[src/rtl/shift_arb_pkg.sv]
// Shared types and sizing helpers for the two-requester iterative shifter sequencer.
package shift_arb_pkg;

  typedef enum logic [1:0] {
    IDLE,
    BUSY,
    DONE
  } state_e;

  localparam logic DIR_LEFT  = 1'b0;
  localparam logic DIR_RIGHT = 1'b1;

  // Remaining-count width: the largest amount that ever enters BUSY is
  // min(WIDTH-1, 2^SHW-1), so the narrower of the two sizes is enough.
  function automatic int rem_bits(input int width, input int shw);
    int w;
    w = (width > 2) ? $clog2(width) : 1;
    return (w < shw) ? w : shw;
  endfunction

endpackage

[src/rtl/shift_step.sv]
// One combinational shift stage: moves the operand by 0..STEP bits, zero-filled.
module shift_step
  import shift_arb_pkg::*;
#(
  parameter  int WIDTH = 16,
  parameter  int STEP  = 4,
  localparam int K_W   = $clog2(STEP + 1)
) (
  input  logic [WIDTH-1:0] data_i,
  input  logic [K_W-1:0]   amt_i,
  input  logic             dir_i,
  output logic [WIDTH-1:0] data_o
);

  assign data_o = (dir_i == DIR_RIGHT) ? (data_i >> amt_i) : (data_i << amt_i);

endmodule

[src/rtl/shift_arb_seq.sv]
// Round-robin arbiter and sequencer sharing one small shift stage between two
// requesters; the result returns on a single valid/ready port tagged with its id.
module shift_arb_seq
  import shift_arb_pkg::*;
#(
  parameter int WIDTH = 16,
  parameter int SHW   = 5,
  parameter int STEP  = 4
) (
  input  logic             clk,
  input  logic             rst,
  input  logic             req0_valid,
  output logic             req0_ready,
  input  logic [WIDTH-1:0] req0_in,
  input  logic [SHW-1:0]   req0_shift,
  input  logic             req0_dir,
  input  logic             req1_valid,
  output logic             req1_ready,
  input  logic [WIDTH-1:0] req1_in,
  input  logic [SHW-1:0]   req1_shift,
  input  logic             req1_dir,
  output logic             out_valid,
  input  logic             out_ready,
  output logic [WIDTH-1:0] out_data,
  output logic             out_id
);

  localparam int REM_W = rem_bits(WIDTH, SHW);
  localparam int K_W   = $clog2(STEP + 1);

  state_e             state_q, state_d;
  logic               rr_ptr_q, rr_ptr_d;
  logic [WIDTH-1:0]   data_q, data_d;
  logic [REM_W-1:0]   rem_q, rem_d;
  logic               dir_q, dir_d;
  logic               id_q, id_d;

  logic               gnt_id;
  logic               accept;
  logic [WIDTH-1:0]   sel_in;
  logic [SHW-1:0]     sel_shift;
  logic               sel_dir;
  logic [K_W-1:0]     k;
  logic [WIDTH-1:0]   step_out;

  // Grant follows the only valid requester; rr_ptr breaks ties.
  always_comb begin
    gnt_id     = (req0_valid && req1_valid) ? rr_ptr_q : req1_valid;
    req0_ready = !rst && (state_q == IDLE) && req0_valid && (gnt_id == 1'b0);
    req1_ready = !rst && (state_q == IDLE) && req1_valid && (gnt_id == 1'b1);
    accept     = req0_ready || req1_ready;
    sel_in     = gnt_id ? req1_in    : req0_in;
    sel_shift  = gnt_id ? req1_shift : req0_shift;
    sel_dir    = gnt_id ? req1_dir   : req0_dir;
    k          = (int'(rem_q) > STEP) ? K_W'(STEP) : K_W'(rem_q);
  end

  shift_step #(
    .WIDTH (WIDTH),
    .STEP  (STEP)
  ) u_step (
    .data_i (data_q),
    .amt_i  (k),
    .dir_i  (dir_q),
    .data_o (step_out)
  );

  // NOTE: every variable gets its hold value first, so no path through the
  // case statement can leave one unassigned and infer a latch.
  always_comb begin
    state_d  = state_q;
    rr_ptr_d = rr_ptr_q;
    data_d   = data_q;
    rem_d    = rem_q;
    dir_d    = dir_q;
    id_d     = id_q;
    unique case (state_q)
      IDLE: begin
        if (accept) begin
          id_d     = gnt_id;
          dir_d    = sel_dir;
          rr_ptr_d = ~gnt_id;
          if (int'(sel_shift) >= WIDTH) begin
            data_d  = '0;
            state_d = DONE;
          end else if (sel_shift == '0) begin
            data_d  = sel_in;
            state_d = DONE;
          end else begin
            data_d  = sel_in;
            rem_d   = sel_shift[REM_W-1:0];
            state_d = BUSY;
          end
        end
      end
      BUSY: begin
        data_d = step_out;
        rem_d  = rem_q - REM_W'(k);
        if (rem_d == '0) state_d = DONE;
      end
      DONE: begin
        // The handshake cycle returns to IDLE only; the bubble is intentional.
        if (out_ready) state_d = IDLE;
      end
      default: state_d = IDLE;
    endcase
  end

  // NOTE: state registers use non-blocking assignments so every flop samples
  // the pre-edge values regardless of process ordering.
  always_ff @(posedge clk) begin
    if (rst) begin
      state_q  <= IDLE;
      rr_ptr_q <= 1'b0;
      data_q   <= '0;
      rem_q    <= '0;
      dir_q    <= DIR_LEFT;
      id_q     <= 1'b0;
    end else begin
      state_q  <= state_d;
      rr_ptr_q <= rr_ptr_d;
      data_q   <= data_d;
      rem_q    <= rem_d;
      dir_q    <= dir_d;
      id_q     <= id_d;
    end
  end

  assign out_valid = (state_q == DONE);
  assign out_data  = data_q;
  assign out_id    = id_q;

endmodule

[config.mk]
export PLATFORM = sky130hd
export DESIGN_NAME = shift_arb_seq
export DESIGN_NICKNAME = d
export VERILOG_FILES = /design/src/rtl/shift_arb_pkg.sv /design/src/rtl/shift_step.sv /design/src/rtl/shift_arb_seq.sv
export SDC_FILE = /design/constraint.sdc
export NUM_CORES = 1
export LEC_CHECK = 0
export ABC_CLOCK_PERIOD_IN_PS = 6650
export BUFFER_PORTS_ARGS = -buffer_cell sky130_fd_sc_hd__buf_2
export CAP_MARGIN = 15
export CORE_MARGIN = 10
export CORE_UTILIZATION = 59
export DETAILED_ROUTE_END_ITERATION = 12
export PLACE_DENSITY = 0.87
export SLEW_MARGIN = 30
export SYNTH_ARGS = -nofsm -noshare
export SYNTH_HDL_FRONTEND = slang
export SYNTH_SLANG_ARGS = --single-unit
[constraint.sdc]
create_clock -name clk -period 6.65 [get_ports clk]
set_clock_uncertainty 0.05 [all_clocks]
set_input_delay 0.665 -clock clk [delete_from_list [all_inputs] [get_ports clk]]
set_output_delay 0.665 -clock clk [all_outputs]
set_load 0.02 [all_outputs]
# After elaboration in Yosys (flattened, before gate mapping)
# Cells that the tools add are included.
# W data, S select, Z words.
# classes
muxes,19
shift,2
addsub,1
n_bitwise,1
order_cmp,2
n_reduce_logical,16
eq_ne,7
# op_table
op,n
$mux W16,4
$pmux W16 S2,1
$shl A16 B3 Y16,1
$shr A16 B3 Y16,1
$mux W4,3
$mux W2,5
$ne A2 B2 Y1 const B,4
$pmux W4 S2,1
$logic_and A1 B1 Y1,6
$pmux W2 S3,1
$ge A5 B5 Y1 const B,1
$logic_not A5 Y1,1
$mux W5,1
$gt A4 B3 Y1 const B,1
$logic_not A4 Y1,1
$reduce_and A2 Y1,2
$reduce_and A4 Y1,1
$sub A4 B3 Y4,1
$mux W3,1
$reduce_and A3 Y1,1
$eq A2 B1 Y1 const B,1
$eq A2 B2 Y1 const B,1
$logic_not A2 Y1,1
$mux W1,2
other kinds (5),5
# totals
reg_bits,25
word_cells,54
inputBits,49
out_inout_bits,20

# Depth between registers and ports, before layout
# depth
word_depth,8
mapped_depth,9
ltp_nobuf,8

# By module
# Synthesis repeated with hierarchy kept, for this count alone.
# hier_totals
cells_unflattened,359
hier_area_um2,2952.8
# by_module_without_submodules
mod,cells_per_inst,area_each_um2,seq_area_each_um2,instances
shift_arb_seq,205,1815.5,500.5,1
shift_step,154,1137.3,0.0,1

# Worst setup path before layout
# Ideal clock, no wire load.
# synth_path
kind,input to output
start,in req1_valid
end,out req1_ready
required_ps,5935
path_slack_ps,4207
stages,4
arrival_ps,1728
path_cell_list,buf_2 > nand2_1 > buf_2 > nor4_1
# synth_between
elab_chain_cells,3
elab_cells_between_ends,4
classes_between,1 x mux; 3 x reduce/logical
# synth_rtl
element,line,text
from (decl),shift_arb_seq.sv:17,"input logic req1_valid,"
$logic_and A1 B1 Y1,shift_arb_seq.sv:48,gnt_id = (req0_valid && req1_valid) ? rr_ptr_q : req1_valid;
$mux W1,shift_arb_seq.sv:48,
$logic_and A1 B1 Y1 (*),shift_arb_seq.sv:50,req1_ready = !rst && (state_q == IDLE) && req1_valid && (gnt_id == 1'b1);
to (decl),shift_arb_seq.sv:18,"output logic req1_ready,"
# Every way passes the cells marked *; elsewhere a longest branch is shown, timed or not.

# Worst setup path after layout
# layout_path
start,reg state_q[1]
end,reg data_q[7] (netlist: out_data[7])
# layout_between
elab_chain_cells,7
elab_cells_between_ends,12
classes_between,2 x eq/ne; 1 x mux; 9 x reduce/logical
# layout_rtl
element,line,text
from (decl),shift_arb_seq.sv:31,"state_e state_q, state_d;"
from (signal assigned),shift_arb_seq.sv:120,state_q <= state_d;
$logic_not A2 Y1,"shift_arb_seq.sv:49, shift_arb_seq.sv:50, shift_arb_seq.sv:77",
$logic_and A1 B1 Y1,"shift_arb_seq.sv:49, shift_arb_seq.sv:50",
"$logic_and A1 B1 Y1, on equally long branches (2 in a row)","shift_arb_seq.sv:49, shift_arb_seq.sv:50",
$logic_or A1 B1 Y1,shift_arb_seq.sv:51,accept = req0_ready || req1_ready;
$ne A2 B2 Y1 (no source line),n/a,
$reduce_and A2 Y1 (no source line),n/a,
to (signal assigned),shift_arb_seq.sv:122,data_q <= data_d;
to (decl),shift_arb_seq.sv:33,"logic [WIDTH-1:0] data_q, data_d;"
# Parallel ways exist; a longest one is shown, timed or not.
# A chain may end at the register's enable or synchronous reset.

==> key figures <==
STA
  • Final hold violations: 0
  • RSZ-0062 raised after global routing: false
  • Final setup viols: 0
  • Hold Slack: 0.465 ns
  • Fmax: 323 MHz
  • Final worst slack: 3.55 ns
  • Final Max Tran Viols: 0
  • Crit path time final: 3.10 ns
  • Actual slew at the worst max-slew pin: 1.03 ns
  • Relative slew margins: 0.314
  • Sum Neg Setup Slack: 0 ns
  • Crit share post-route: 0.466

Detailed routing
  • Vias: 3,435
  • Starting DRC count in detailed routing: 610
  • DRC: 0
  • Number of iterations in the first detailed-routing pass: 7
  • Routed length per instance: 21.2 um
  • Final wirelength: 10,000 um
  • Vias per cell: 7.25
  • DRT antenna net count: 0

Setup path
  • Worst path required time: 6.79 ns
  • Crit Path Max Fanout: 26
  • Slowest CP cell: a211oi_2
  • Slowest cell delay on critical path: 0.93 ns
  • Crit-path leading delay family: compound AO/OA/AOI/OAI gates
  • CP Capture Type: flip-flop
  • Crit path DAT: 3.23 ns
  • Worst path cell trace: nor2b_1, a211oi_2, nor2_1, o221a_2, a311oi_1
  • Crit Path Category: flip-flop to flip-flop
  • Buf+Inv Stages, Crit Path: 0
  • Worst setup SP type: flip-flop

Power and ir drop
  • Net Switching: 0.000344 W
  • Tot Pwr: 0.000688 W
  • Clock network power share: 0.144
  • Max rail drop VDD: 0.213 mV
  • Net Sw Frac: 0.500
  • Combinational power share: 0.496
  • Pwr dens: 224 nW/um^2
  • Internal: 0.000344 W
  • Sequential power share: 0.360
  • Leak pwr: 1.15 nW

Clocking
  • CTS Buf Count: 3
  • CTS tree: built
  • Hold-fix buffers, CTS: 0
  • Post-CTS sizing: 0
  • Clock Sinks: 25
  • Clock buffer depth: 2
  • Clock-pin slew on the worst setup and hold paths: 0.11 ns
  • Worst-Skew Late Latency: 0.29 ns
  • Root Driver: clkbuf_8
  • Post-CTS Setup Bufs: 0
  • H-Tree Depth: 1

Synthesis
  • Main synth FF type: dfxtp_1
  • Register area share after synthesis: 0.177
  • Ys async rst share: 0
  • #FFs+latches synth: 25
  • Cells after Synth: 390
  • Post-synth EDFFs: 0
  • Mean post-synth cell area: 7.25 sq um
  • Cell variety after synth: 73
  • Cell Area, Synth: 2830 sq um
  • Ys Warns: 0
  • Synthesized Nets: 440

Floorplanning
  • Core Rows: 25
  • Die W: 89.2 um
  • I/O pins: 69
  • Die height: 89.2 um
  • Die area: 7960 sq um
  • Initial core utilization: 0.603
  • Core Region: 4690 sq um

Final layout
  • Commonest non-fill, non-tap cell in the layout: buf_2
  • # nets final: 471
  • # diodes: 0
  • Proportion of layout cells with a drive suffix above 1: 0.245
  • Fin cells: 474
  • Synth-to-layout area growth: 8.50%
  • Most frequent cells in the layout: 68 x buf_2, 41 x nand2_1, 40 x nor2_1

Placed design
  • Placed cells: 470
  • Worst slack, placed: 3.73 ns
  • Gpl congestion: 0.992
  • HPWL Detailed: 6900 um
  • Port Buf Inserts: 68

Global route
  • First-pass GRT wire length: 16,000 um
  • Largest net degree at the start of global routing: 44
  • Initial antenna violation count: 0
  • Gr usage total: 0.248
  • Vias in the first global route: 3,278
  • Total congestion overflow: 0

Hold path
  • Hold Crit Class: flip-flop to flip-flop

Outcome
  • Status: completed

Job
  • Max_cap viols: 0
-- cell usage after synthesis (3+ instances only) --
cell,number,area share
o21bai_1,4,0.011
nor2b_1,8,0.018
nand2b_1,4,0.0088
a21oi_1,37,0.065
nor4_1,7,0.015
a211oi_1,3,0.0080
a221oi_1,7,0.022
o22ai_1,6,0.013
buf_6,3,0.012
a22o_1,3,0.0093
buf_2,15,0.027
nor3_1,12,0.021
or3_1,3,0.0066
nand2_1,41,0.054
buf_1,3,0.0040
buf_4,7,0.019
o31ai_1,3,0.0080
mux2_2,3,0.012
o21ai_0,15,0.027
mux2i_1,19,0.067
o211ai_1,8,0.021
dfxtp_1,25,0.18
nor2_1,40,0.053
o221ai_1,6,0.019
a22oi_1,7,0.019
nand3_1,10,0.018
o21a_1,4,0.011
clkbuf_1,16,0.021
a311oi_1,15,0.046
-- worst register-to-register path, stage by stage (launching register included) --
cell      delay (ns)
dfxtp_1         0.88
nor2b_1         0.35
a211oi_2        0.93
nor2_1          0.28
o221a_2         0.30
a311oi_1        0.20
-- layer usage --
metal	routed length [um]	vias up	track usage
met1	3760	1527	0.318
li1	-	1534	-
met2	4510	301	0.390
met4	434	0	0.110
met3	1330	73	0.0520
met5	0	-	0
-- worst paths after layout --
path | startpoint | end | slack, ns | depth (start not counted)
worst min register to register | out_id$_SDFFE_PP0P_ | out_id$_SDFFE_PP0P_ | 0.46 | 2
worst min-delay path | out_id$_SDFFE_PP0P_ | out_id$_SDFFE_PP0P_ | 0.46 | 2
worst max register to register | state_q[1]$_SDFFE_PP0P_ | out_data[7]$_SDFFE_PP0P_ | 3.55 | 5
worst max-delay path | state_q[1]$_SDFFE_PP0P_ | out_data[7]$_SDFFE_PP0P_ | 3.55 | 5
-- stage by stage --
stage | area [sq um] | utilization
floorplan | 2830 | -
global placement | 3020 | 0.644
detailed placement | 3020 | 0.644
CTS | 3070 | 0.654
global route | 3070 | 0.654
finish | 3070 | 0.654
-- flip-flops by register name (all words and copies together), names as in the netlist --
register and flops:
rr_ptr_q 1, out_data 16, state_q 2, rem_q 4, out_id 1, dir_q 1
-- kinds of logic after synthesis --
family	after synthesis	share of synthesized area
muxes	22	0.0792
other	1	0.00133
adders and majority gates	1	0.00442
DFF	25	0.177
buffers and inverters	48	0.0880
AOI/OAI and AO/OA	139	0.354
and+or+nand+nor	154	0.296
-- power by group through the flow --
stage	registers, W	logic (W)	clock network (W)
global route	0.000251	0.000370	0.000101
finish	0.000248	0.000341	0.0000991
global placement	0.000244	0.000322	0
CTS	0.000242	0.000330	0.0000961
floorplan	0.000218	0.000268	0
detailed placement	0.000245	0.000329	0
-- final cells by class --
class                      count  area (sq um)
inverter                       3          11.3
timing repair buffer          71           363
clock buffer                   3          41.3
multi-input combinational    317          2080
clock inverter                 1          5.00
sequential                    25           502
fill                         404          1620
tap                           54          67.6
Note: power is estimated with default switching activity, not from simulation.
